==> config.mk <==
export PLATFORM = sky130hd
export DESIGN_NAME = uart_tx_sched_flat
export DESIGN_NICKNAME = d
export VERILOG_FILES = /design/src/rtl/uart_tx_sched_if.sv /design/src/rtl/uart_tx_sched.sv /design/src/flat_wrapper.sv
export SDC_FILE = /design/constraint.sdc
export NUM_CORES = 1
export LEC_CHECK = 0
export CORE_UTILIZATION = 37
export DETAILED_ROUTE_END_ITERATION = 6
export PLACE_DENSITY = 0.72
export SLEW_MARGIN = 5
export SYNTH_ARGS = -nofsm -noshare
export SYNTH_HDL_FRONTEND = slang
export SYNTH_SLANG_ARGS = --single-unit
==> constraint.sdc <==
create_clock -name clk -period 2.2 [get_ports clk]
set_clock_uncertainty 0.2 [all_clocks]
set_input_delay 0.44 -clock clk [delete_from_list [all_inputs] [get_ports clk]]
set_output_delay 0.44 -clock clk [all_outputs]
set_load 0.02 [all_outputs]
==> src/rtl/uart_tx_sched_if.sv <==
// Handshake and transmitter-side signals of the UART transmit scheduler.
// The scheduler uses the slave view; the requesters and the transmitter use the master view.
interface uart_tx_sched_if #(
  parameter int WIDTH = 8
);

  logic                 reg_req;
  logic [WIDTH-1:0]     reg_data;
  logic                 reg_ack;

  logic                 alu_req;
  logic [2*WIDTH-1:0]   alu_data;
  logic                 alu_ack;

  logic                 tx_busy;
  logic [WIDTH-1:0]     tx_p_data;
  logic                 tx_data_valid;

  logic                 sched_idle;
  logic [7:0]           frame_cnt;

  modport slave (
    input  reg_req, reg_data, alu_req, alu_data, tx_busy,
    output reg_ack, alu_ack, tx_p_data, tx_data_valid, sched_idle, frame_cnt
  );

  modport master (
    output reg_req, reg_data, alu_req, alu_data, tx_busy,
    input  reg_ack, alu_ack, tx_p_data, tx_data_valid, sched_idle, frame_cnt
  );

endinterface

==> src/rtl/uart_tx_sched.sv <==
// Round-robin scheduler feeding one UART transmitter from two requesters:
// a register-read port (one byte per transaction) and an ALU port (one
// 2*WIDTH result sent as two bytes, low byte first). Each byte is strobed
// once, then the scheduler waits for the transmitter's busy flag to rise
// and fall; if busy never rises within BUSY_TO cycles the byte is re-issued.
module uart_tx_sched #(
  parameter int WIDTH   = 8,
  parameter int BUSY_TO = 4
) (
  input  logic           clk,
  input  logic           rstn,
  uart_tx_sched_if.slave bus
);

  // Timeout counter only needs to reach BUSY_TO-1.
  localparam int              TO_W    = (BUSY_TO > 1) ? $clog2(BUSY_TO) : 1;
  localparam logic [TO_W-1:0] TO_LAST = TO_W'(BUSY_TO - 1);

  typedef enum logic [1:0] {
    IDLE    = 2'd0,
    SEND    = 2'd1,
    WAIT_HI = 2'd2,
    WAIT_LO = 2'd3
  } state_t;

  state_t           state_q;
  state_t           state_d;

  // Control state
  logic             last_alu_q;   // 1: the ALU port received the most recent grant
  logic [1:0]       byte_cnt_q;   // bytes of the current transaction not yet completed
  logic [TO_W-1:0]  to_cnt_q;     // consecutive WAIT_HI cycles without busy
  logic [7:0]       frame_cnt_q;
  logic             reg_ack_q;
  logic             alu_ack_q;
  logic [WIDTH-1:0] tx_byte_q;    // byte currently offered to the transmitter

  // Data captured from the ALU port, sent as the second byte
  logic [WIDTH-1:0] hi_byte_q;

  // Per-cycle decisions produced by the next-state logic
  logic             grant_reg;
  logic             grant_alu;
  logic             load_next;
  logic             frame_done;
  logic             to_clr;
  logic             to_inc;

  // Next-state and decision logic; arbitration only happens in IDLE with the transmitter free.
  always_comb begin
    state_d    = state_q;
    grant_reg  = 1'b0;
    grant_alu  = 1'b0;
    load_next  = 1'b0;
    frame_done = 1'b0;
    to_clr     = 1'b0;
    to_inc     = 1'b0;
    case (state_q)
      IDLE: begin
        if (!bus.tx_busy) begin
          // On a tie the port that did not win last time is served.
          if (bus.reg_req && (!bus.alu_req || last_alu_q)) begin
            grant_reg = 1'b1;
            state_d   = SEND;
          end else if (bus.alu_req) begin
            grant_alu = 1'b1;
            state_d   = SEND;
          end
        end
      end
      SEND: begin
        to_clr  = 1'b1;
        state_d = WAIT_HI;
      end
      WAIT_HI: begin
        if (bus.tx_busy) begin
          state_d = WAIT_LO;
        end else if (to_cnt_q == TO_LAST) begin
          // Transmitter never picked the byte up: strobe it again.
          state_d = SEND;
        end else begin
          to_inc = 1'b1;
        end
      end
      WAIT_LO: begin
        if (!bus.tx_busy) begin
          if (byte_cnt_q > 2'd1) begin
            load_next = 1'b1;
            state_d   = SEND;
          end else begin
            frame_done = 1'b1;
            state_d    = IDLE;
          end
        end
      end
      default: state_d = IDLE;
    endcase
  end

  // State register.
  always_ff @(posedge clk) begin
    if (rstn) begin
      state_q <= IDLE;
    end else begin
      state_q <= state_d;
    end
  end

  // Control registers and the outgoing byte; a reset drops any captured transaction.
  always_ff @(posedge clk) begin
    if (rstn) begin
      last_alu_q  <= 1'b1;
      byte_cnt_q  <= 2'd0;
      to_cnt_q    <= '0;
      frame_cnt_q <= 8'd0;
      reg_ack_q   <= 1'b0;
      alu_ack_q   <= 1'b0;
      tx_byte_q   <= '0;
    end else begin
      reg_ack_q <= grant_reg;
      alu_ack_q <= grant_alu;

      if (grant_reg) begin
        last_alu_q <= 1'b0;
        byte_cnt_q <= 2'd1;
      end else if (grant_alu) begin
        last_alu_q <= 1'b1;
        byte_cnt_q <= 2'd2;
      end else if (load_next || frame_done) begin
        byte_cnt_q <= byte_cnt_q - 2'd1;
      end

      if (to_clr) begin
        to_cnt_q <= '0;
      end else if (to_inc) begin
        to_cnt_q <= to_cnt_q + TO_W'(1);
      end

      if (frame_done) begin
        frame_cnt_q <= frame_cnt_q + 8'd1;
      end

      if (grant_reg) begin
        tx_byte_q <= bus.reg_data;
      end else if (grant_alu) begin
        tx_byte_q <= bus.alu_data[WIDTH-1:0];
      end else if (load_next) begin
        tx_byte_q <= hi_byte_q;
      end
    end
  end

  // Upper ALU byte is pure data and is only meaningful after an ALU grant.
  always_ff @(posedge clk) begin
    if (grant_alu) begin
      hi_byte_q <= bus.alu_data[2*WIDTH-1:WIDTH];
    end
  end

  assign bus.reg_ack       = reg_ack_q;
  assign bus.alu_ack       = alu_ack_q;
  assign bus.tx_p_data     = tx_byte_q;
  assign bus.tx_data_valid = (state_q == SEND);
  assign bus.sched_idle    = (state_q == IDLE);
  assign bus.frame_cnt     = frame_cnt_q;

endmodule

==> src/flat_wrapper.sv <==
// flat-port wrapper written by rule: the top's interface ports become plain ports
module uart_tx_sched_flat 
#(
  parameter int WIDTH   = 8,
  parameter int BUSY_TO = 4
)
  (clk, rstn, bus_reg_req, bus_reg_data, bus_alu_req, bus_alu_data, bus_tx_busy, bus_reg_ack, bus_alu_ack, bus_tx_p_data, bus_tx_data_valid, bus_sched_idle, bus_frame_cnt);
  uart_tx_sched_if #(.WIDTH(WIDTH)) bus_i ();
  input  logic clk;
  input  logic rstn;
  input wire logic [$bits(bus_i.reg_req)-1:0] bus_reg_req;
  input wire logic [$bits(bus_i.reg_data)-1:0] bus_reg_data;
  input wire logic [$bits(bus_i.alu_req)-1:0] bus_alu_req;
  input wire logic [$bits(bus_i.alu_data)-1:0] bus_alu_data;
  input wire logic [$bits(bus_i.tx_busy)-1:0] bus_tx_busy;
  output wire logic [$bits(bus_i.reg_ack)-1:0] bus_reg_ack;
  output wire logic [$bits(bus_i.alu_ack)-1:0] bus_alu_ack;
  output wire logic [$bits(bus_i.tx_p_data)-1:0] bus_tx_p_data;
  output wire logic [$bits(bus_i.tx_data_valid)-1:0] bus_tx_data_valid;
  output wire logic [$bits(bus_i.sched_idle)-1:0] bus_sched_idle;
  output wire logic [$bits(bus_i.frame_cnt)-1:0] bus_frame_cnt;
  assign bus_i.reg_req = bus_reg_req;
  assign bus_i.reg_data = bus_reg_data;
  assign bus_i.alu_req = bus_alu_req;
  assign bus_i.alu_data = bus_alu_data;
  assign bus_i.tx_busy = bus_tx_busy;
  assign bus_reg_ack = bus_i.reg_ack;
  assign bus_alu_ack = bus_i.alu_ack;
  assign bus_tx_p_data = bus_i.tx_p_data;
  assign bus_tx_data_valid = bus_i.tx_data_valid;
  assign bus_sched_idle = bus_i.sched_idle;
  assign bus_frame_cnt = bus_i.frame_cnt;
  uart_tx_sched #(.WIDTH(WIDTH), .BUSY_TO(BUSY_TO)) u_core (.clk(clk), .rstn(rstn), .bus(bus_i));
endmodule
==> results by group, run 1 <==
Final layout
  • Total area of sequential cells: 741 um^2
  • Share of cells above drive strength 1: 18.0%
  • Combined area of the multi-input logic cells: 741 um^2
  • Synthesis-to-finish area growth: 47.0%
  • Number of nets in the finished design: 248
  • Number of filler cells placed in the layout: 351
  • Utilization after layout: 56.6%
  • # diodes: 0

Routing
  • Number of nets with antenna violations after detailed routing: 0
  • Post-detailed-route wirelength per cell: 13.9 um
  • Number of iterations in the first detailed-routing pass: 4
  • DRC violation count after routing: 0
  • Via-per-instance ratio: 5.09
  • Via count of the routed design: 1360
  • Number of DRC markers in iteration 0: 69
  • Drt total wl: 3.71 mm

Worst setup path
  • Data arrival time of the critical path: 1440 ps
  • Nature of the critical path startpoint: register
  • CP Capture Type: primary output
  • Data required time at the worst endpoint: 1560 ps
  • Delay contributed by the slowest stage of the critical path: 590 ps
  • Top Family by Delay on Critical Path: buffers and inverters
  • Worst Path Max Fanout: 4
  • Cells along the critical path: nand2b_1, inv_1, clkdlybuf4s50_1
  • Buffer and inverter count on the worst path: 2
  • Crit Path Category: reg2out
  • Master of the slowest instance on the critical path: clkdlybuf4s50_1
  • Setup slack of the worst register-to-register path: 340 ps

Yosys
  • Count of different cell masters after synthesis: 37
  • Post-synth top cells: 25 x dfxtp_1, 15 x nor2_1, 10 x and3_1, 9 x nand2_1
  • Post-synthesis async set-or-reset flop share: 0%
  • Number of instances in the synthesized netlist: 150
  • Mean post-synth cell area: 10.3 um^2
  • Share of synthesized area occupied by flip-flops and latches: 48.1%
  • Most instantiated library cell after synthesis: dfxtp_1
  • Portion of synthesized cell area occupied by the leading cell type: 32.5%
  • Post-synth EDFFs: 8
  • Leading register cell type out of synthesis: dfxtp_1
  • Synth warn: 0
  • Flip-flop and latch count after synthesis: 33
  • Top cells by area in the synthesized netlist: dfxtp_1 32%, edfxtp_1 16%, a32o_2 5.8%
  • Syn Nets: 182
  • Area of the mapped netlist: 1540 um^2
  • Largest area contributor in the netlist: dfxtp_1

Pwr
  • Post-layout total power: 1380 uW
  • Ratio of total power to cell area: 611 nW/um^2
  • Maximum vdd drop: 0.407 mV
  • Leak: 0.000939 uW

Timing
  • Worst hold margin: 276 ps
  • Hold violation count in the final report: 0
  • Transition time at the pin with the least slew margin: 424 ps
  • Final Critical Period: 2080 ps
  • RSZ-0062 raised after global routing: false
  • Portion of the clock cycle consumed by the worst path in the final layout: 94.6%
  • Final Max Tran Viols: 0
  • Achievable frequency: 480 MHz
  • Worst slew margin: 71.7%
  • Final setup fails: 0

Clock network
  • Maximum level of the CTS H-tree: 2
  • Number of buffers created by CTS: 5
  • Maximum root-to-sink buffer count: 2
  • Clock Latency Late Sink: 280 ps
  • Number of buffers added to fix hold violations after cts: 0
  • Clock transition at the register clock pins on the worst setup and hold paths after CTS: 70 ps
  • Root Buffer: clkbuf_8
  • Clock tree from TritonCTS: done
  • Number of sinks driven by the clock tree: 33

Die
  • Floorplan die width: 66.5 um
  • Cell Rows: 23
  • Die Y: 66.5 um
  • Core ar.: 4000 um^2
  • I/O pin cnt: 49
  • Initial Util: 38.5%
  • Die Footprint: 4430 um^2

Global route
  • First-pass GRT wire length: 5.94 mm
  • Global-route usage over all layers: 18.1%
  • Number of antenna violations at the first check in global routing: 0
  • Global-route congestion overflow total: 0
  • Number of global-route vias before repair: 1411
  • Pin count of the biggest net entering global routing: 13

Status
  • Outcome: finished clean

Run
  • Max-Cap Viols: 0

Placed design
  • Detailed placement HPWL: 2.75 mm
  • Quantity of I/O buffers inserted on ports: 48
  • Final GP Congestion: 0.829

Worst hold path
  • Type of the most critical hold path: reg2reg
[worst register-to-register path, cell delays in order, from the launching register on]
cell and delay [ps]:
dfxtp_1 360, nor3_2 280, and3_1 220, buf_4 190, or2b_1 250, a32o_2 260
[state kept, by name, summed over array words and instances, names as in the netlist, 2 cells and up]
signal and cells:
u_core.bus.frame_cnt 8, u_core.state_q 2, u_core.to_cnt_q 2, u_core.bus.tx_p_data 8
u_core.hi_byte_q 8, u_core.byte_cnt_q 2
[repair_timing]
item,CTS,global route
cloned,0,0
resized for setup,1,1
setup buffers,0,0
endpoints found under the setup margin,8,1
[routing by layer]
metal,up-vias,GRT usage [%],wire length (um)
met1,624,19.7,1550
met2,48,31.9,1900
met4,0,7.98,64
met3,8,5.48,197
li1,680,-,-
met5,-,0,0
[area by class of cell]
| cell class | count | share of cell area [%] |
|---|---|---|
| multi-input combinational | 105 | 32.7 |
| clock inverter | 3 | 0.552 |
| clock buffer | 5 | 3.04 |
| tap | 50 | 2.76 |
| inverter | 4 | 0.663 |
| timing repair buffer | 67 | 27.6 |
| sequential | 33 | 32.7 |
[cell families (layout without fill, tap and decap cells)]
kind of cell,Yosys count,count (layout),synth area share (%)
AO/OA/AOI/OAI,34,34,19.1
XOR/XNOR,8,8,4.55
adder cells (fa/ha/maj),3,3,2.44
buffers and inverters,12,79,4.14
flip-flops,33,33,48.1
AND/OR/NAND/NOR,60,60,21.8
[layout by cell type, fill, tap and decap left out, drive strengths merged, types with 2 or more instances in the layout]
cell type / Yosys / final
a211o: 8 / 8
a21oi: 7 / 7
a22oi: 2 / 2
a32o: 8 / 8
and3: 10 / 10
buf: 5 / 19
clkbuf: 3 / 5
clkdlybuf4s50: 0 / 47
clkinv: 1 / 4
dfxtp: 25 / 25
edfxtp: 8 / 8
ha: 3 / 3
inv: 3 / 3
nand2: 9 / 9
nand2b: 8 / 8
nand3: 2 / 2
nand4: 3 / 3
nor2: 15 / 15
nor3: 2 / 2
nor4: 2 / 2
o21ai: 4 / 4
or2b: 4 / 4
xnor2: 5 / 5
xor2: 3 / 3
[power breakdown]
| group | internal, uW | leakage (uW) | total [uW] | switching, uW |
|---|---|---|---|---|
| combinational | 160 | 0.000619 | 283 | 122 |
| sequential | 652 | 0.000277 | 674 | 22.2 |
| clock | 213 | 0.0000430 | 428 | 215 |
[final timing paths]
path,cells after the start,end,start
worst min register to register,1,u_core.bus.tx_p_data[7],u_core.bus.tx_p_data[7]
worst max register to register,5,u_core.bus.tx_p_data[3],u_core.state_q[0]
worst max-delay path,3,bus_tx_data_valid,u_core.state_q[1]
worst min-delay path,1,u_core.bus.tx_p_data[7],u_core.bus.tx_p_data[7]
[stage by stage]
stage / setup slack, ps / cell area [um^2] / TNS, ps / std cells
after floorplan: 394 / 1540 / 0 / 150
after global placement: -229 / 2180 / -1790 / 259
after detailed placement: -307 / 2180 / -2420 / 259
after CTS: 24.2 / 2260 / 0 / 267
after global routing: 34.4 / 2270 / 0 / 267
final: 118 / 2270 / 0 / 267
Note: power is estimated with default switching activity, not from simulation.
==> run 2: changes to the inputs <==
--- a/config.mk
+++ b/config.mk
@@ -5,6 +5,7 @@
 export SDC_FILE = /design/constraint.sdc
 export NUM_CORES = 1
 export LEC_CHECK = 0
+export CAP_MARGIN = 20
 export CORE_UTILIZATION = 37
 export DETAILED_ROUTE_END_ITERATION = 6
 export PLACE_DENSITY = 0.72
==> constraint.sdc (replaced) <==
create_clock -name clk -period 2.05 [get_ports clk]
set_clock_uncertainty 0.2 [all_clocks]
set_input_delay 0.41 -clock clk [delete_from_list [all_inputs] [get_ports clk]]
set_output_delay 0.41 -clock clk [all_outputs]
set_load 0.02 [all_outputs]
==> run 2 against run 1 <==
  * Final cell count decreased by 0.37%
  * Critical path depth is 2 lower
  * Sequential power is 7.6% higher
  * Critical endpoint is now bus_frame_cnt[0]
==> results by group, run 2 (synthesized netlist as in run 1, its figures left out) <==
Pwr
  • Combinational cell fraction of total power: 20.2% (was 20.4%)
  • Leak: 0.000947 uW (was 0.000939 uW)
  • Clock power frac: 31.6% (was 30.9%)
  • Sequential share of power: 48.2% (was 48.7%)
  • Power Internal: 1100 uW (was 1020 uW)
  • Switching share of power: 26.7% (was 26.0%)
  • Ratio of total power to cell area: 662 nW/um^2 (was 611 nW/um^2)
  • Maximum vdd drop: 0.380 mV (was 0.407 mV)
  • Switching power: 402 uW (was 360 uW)

Placed design
  • Final GP Congestion: 0.814 (was 0.829)
  • Worst setup slack before clock tree synthesis: -410 ps (was -307 ps)
  • Detailed placement HPWL: 2.87 mm (was 2.75 mm)
  • Quantity of I/O buffers inserted on ports: 48 (unchanged)

Timing
  • Worst slew margin: 78.2% (was 71.7%)
  • Portion of the clock cycle consumed by the worst path in the final layout: 97.7%
  • Transition time at the pin with the least slew margin: 323 ps (was 424 ps)
  • Achievable frequency: 499 MHz
  • Post-route setup TNS: 0 ps (unchanged)
  • Final Critical Period: 2000 ps
  • Final setup margin: 47.2 ps (was 118 ps)
  • Final Max Tran Viols: 0 (unchanged)
  • Final setup fails: 0 (unchanged)
  • Hold violation count in the final report: 0 (unchanged)

Worst setup path
  • Crit Path Category: reg2out (unchanged)
  • Cells along the critical path: clkdlybuf4s50_1 (was nand2b_1, inv_1, clkdlybuf4s50_1)
  • Setup slack of the worst register-to-register path: 200 ps (was 340 ps)
  • Data arrival time of the critical path: 1390 ps (was 1440 ps)
  • CP Capture Type: primary output (unchanged)
  • Delay contributed by the slowest stage of the critical path: 650 ps (was 590 ps)
  • Depth of the worst register-to-register path: 5 (unchanged)
  • Launch point of the worst reg-to-reg path: u_core.state_q[1] (was u_core.state_q[0])
  • Data required time at the worst endpoint: 1440 ps (was 1560 ps)
  • Master of the slowest instance on the critical path: clkdlybuf4s50_1 (unchanged)
  • Nature of the critical path startpoint: register (unchanged)
  • Buffer and inverter count on the worst path: 1 (was 2)
  • End of the worst register-to-register path: u_core.bus.tx_p_data[2] (was u_core.bus.tx_p_data[3])
  • Worst Path Max Fanout: 6 (was 4)
  • Top Family by Delay on Critical Path: buffers and inverters (unchanged)

Die
  • I/O pin cnt: 49 (unchanged)
  • Die Y: 66.5 um (unchanged)
  • Floorplan die width: 66.5 um (unchanged)
  • Cell Rows: 23 (unchanged)
  • Core ar.: 4000 um^2 (unchanged)
  • Initial Util: 38.5% (unchanged)
  • Die Footprint: 4430 um^2 (unchanged)

Routing
  • Drt total wl: 3.85 mm (was 3.71 mm)
  • Via-per-instance ratio: 5.24 (was 5.09)
  • DRC violation count after routing: 0 (unchanged)
  • Post-detailed-route wirelength per cell: 14.5 um (was 13.9 um)
  • Number of DRC markers in iteration 0: 71 (was 69)
  • Number of nets with antenna violations after detailed routing: 0 (unchanged)
  • Number of iterations in the first detailed-routing pass: 4 (unchanged)
  • Via count of the routed design: 1393 (was 1360)

Final layout
  • Utilization after layout: 56.9% (was 56.6%)
  • Synthesis-to-finish area growth: 47.6% (was 47.0%)
  • Number of nets in the finished design: 247 (was 248)
  • Share of cells above drive strength 1: 18.5% (was 18.0%)
  • # diodes: 0 (unchanged)
  • Top library cells by usage in the layout, fill and taps aside: 45 x clkdlybuf4s50_1, 25 x dfxtp_1, 17 x buf_4, 15 x nor2_1, 10 x and3_1 (was 47 x clkdlybuf4s50_1, 25 x dfxtp_1, 19 x buf_4, 15 x nor2_1, 10 x and3_1)
  • Commonest non-fill, non-tap cell in the layout: clkdlybuf4s50_1 (unchanged)
  • Number of filler cells placed in the layout: 352 (was 351)

Run
  • Max-Cap Viols: 0 (unchanged)

Global route
  • Global-route congestion overflow total: 0 (unchanged)
  • Global-route usage over all layers: 18.9% (was 18.1%)
  • Number of global-route vias before repair: 1434 (was 1411)
  • First-pass GRT wire length: 6.20 mm (was 5.94 mm)
  • GRT met1 Usage: 20.3% (was 19.7%)
  • M3 GR Usage: 5.14% (was 5.48%)
  • Layer carrying the most global-route usage: met2 (unchanged)
  • Pin count of the biggest net entering global routing: 13 (unchanged)
  • Global routing usage on met2: 33.6% (was 31.9%)
  • Number of antenna violations at the first check in global routing: 0 (unchanged)

Clock network
  • Clock Latency Late Sink: 280 ps (about the same)
  • Root Buffer: clkbuf_8 (unchanged)
  • Clock tree from TritonCTS: done (unchanged)
  • Clock transition at the register clock pins on the worst setup and hold paths after CTS: 70 ps (about the same)
  • Number of buffers created by CTS: 5 (unchanged)
  • Number of buffers added to fix hold violations after cts: 0 (unchanged)
  • Setup Buffers After CTS: 0 (unchanged)
  • Maximum level of the CTS H-tree: 2 (unchanged)
  • Number of sinks driven by the clock tree: 33 (unchanged)
  • Maximum root-to-sink buffer count: 2 (unchanged)

Worst hold path
  • Worst Hold Launch: u_core.bus.tx_p_data[3] (was u_core.bus.tx_p_data[7])
  • Type of the most critical hold path: reg2reg (unchanged)
  • Number of cells on the worst hold path: 1 (unchanged)
  • End point of the most critical hold path: u_core.bus.tx_p_data[3] (was u_core.bus.tx_p_data[7])

Status
  • Outcome: finished clean (unchanged)
## run 2: how the worst max path moves through the flow
stage | from | endpoint | slack, ps | cells past startpoint
2_1_floorplan | bus_alu_req | u_core.bus.tx_p_data[6] | 270 | 5
3_3_place_gp | bus_tx_busy | u_core.bus.tx_p_data[6] | -370 | 6
3_5_place_dp | bus_tx_busy | u_core.bus.tx_p_data[6] | -410 | 6
4_1_cts | bus_tx_busy | u_core.bus.tx_p_data[2] | 20 | 6
5_1_grt | bus_alu_req | u_core.bus.tx_p_data[0] | -7 | 8
6_report | u_core.bus.frame_cnt[0] | bus_frame_cnt[0] | 50 | 1
## run 2: area by class of cell
| cell class | instances | area [um^2] | share of cell area, % |
|---|---|---|---|
| clock buffers | 6 | 72.6 | 3.19 |
| clock inverters | 2 | 10.0 | 0.440 |
| multi-input cells | 105 | 756 | 33.2 |
| flip-flops and latches | 33 | 741 | 32.5 |
| inverters | 4 | 15.0 | 0.660 |
| well taps | 50 | 62.6 | 2.75 |
| repair buffers | 66 | 619 | 27.2 |
## run 2: worst reg2reg max path: stages, from the launching register on
cell	delay [ps]
dfxtp_1	390
nor3_4	240
and3_1	220
buf_4	190
or2b_1	250
a32o_2	260
## run 2: metrics by stage
| stage | hold slack, ps | std cells | cell area, um^2 | power, uW |
|---|---|---|---|---|
| after floorplan | 299 | 150 | 1540 | 885 |
| after global placement | 266 | 258 | 2170 | 1030 |
| after detailed placement | 266 | 258 | 2170 | 1040 |
| after CTS | 287 | 266 | 2260 | 1510 |
| after global routing | 310 | 266 | 2280 | 1560 |
| final | 280 | 266 | 2280 | 1510 |
## run 2: routing by layer
metal | part of all wire [%] | vias up
met5 | 0 | -
met4 | 2.3 | 0
met3 | 5.5 | 11
met2 | 52 | 50
met1 | 41 | 656
li1 | - | 676
## run 2: timing repair
action | in CTS | in global routing
setup endpoints to repair | 10 | 9
resized for setup | 4 | 4
pin swaps | 0 | 1
## run 2: power by group through the flow
stage / clock network [uW] / logic [uW] / registers [uW]
4_1_cts: 483 / 303 / 725
3_5_place_dp: 0 / 303 / 738
2_1_floorplan: 0 / 133 / 751
6_report: 476 / 304 / 725
3_3_place_gp: 0 / 292 / 736
5_1_grt: 507 / 327 / 729
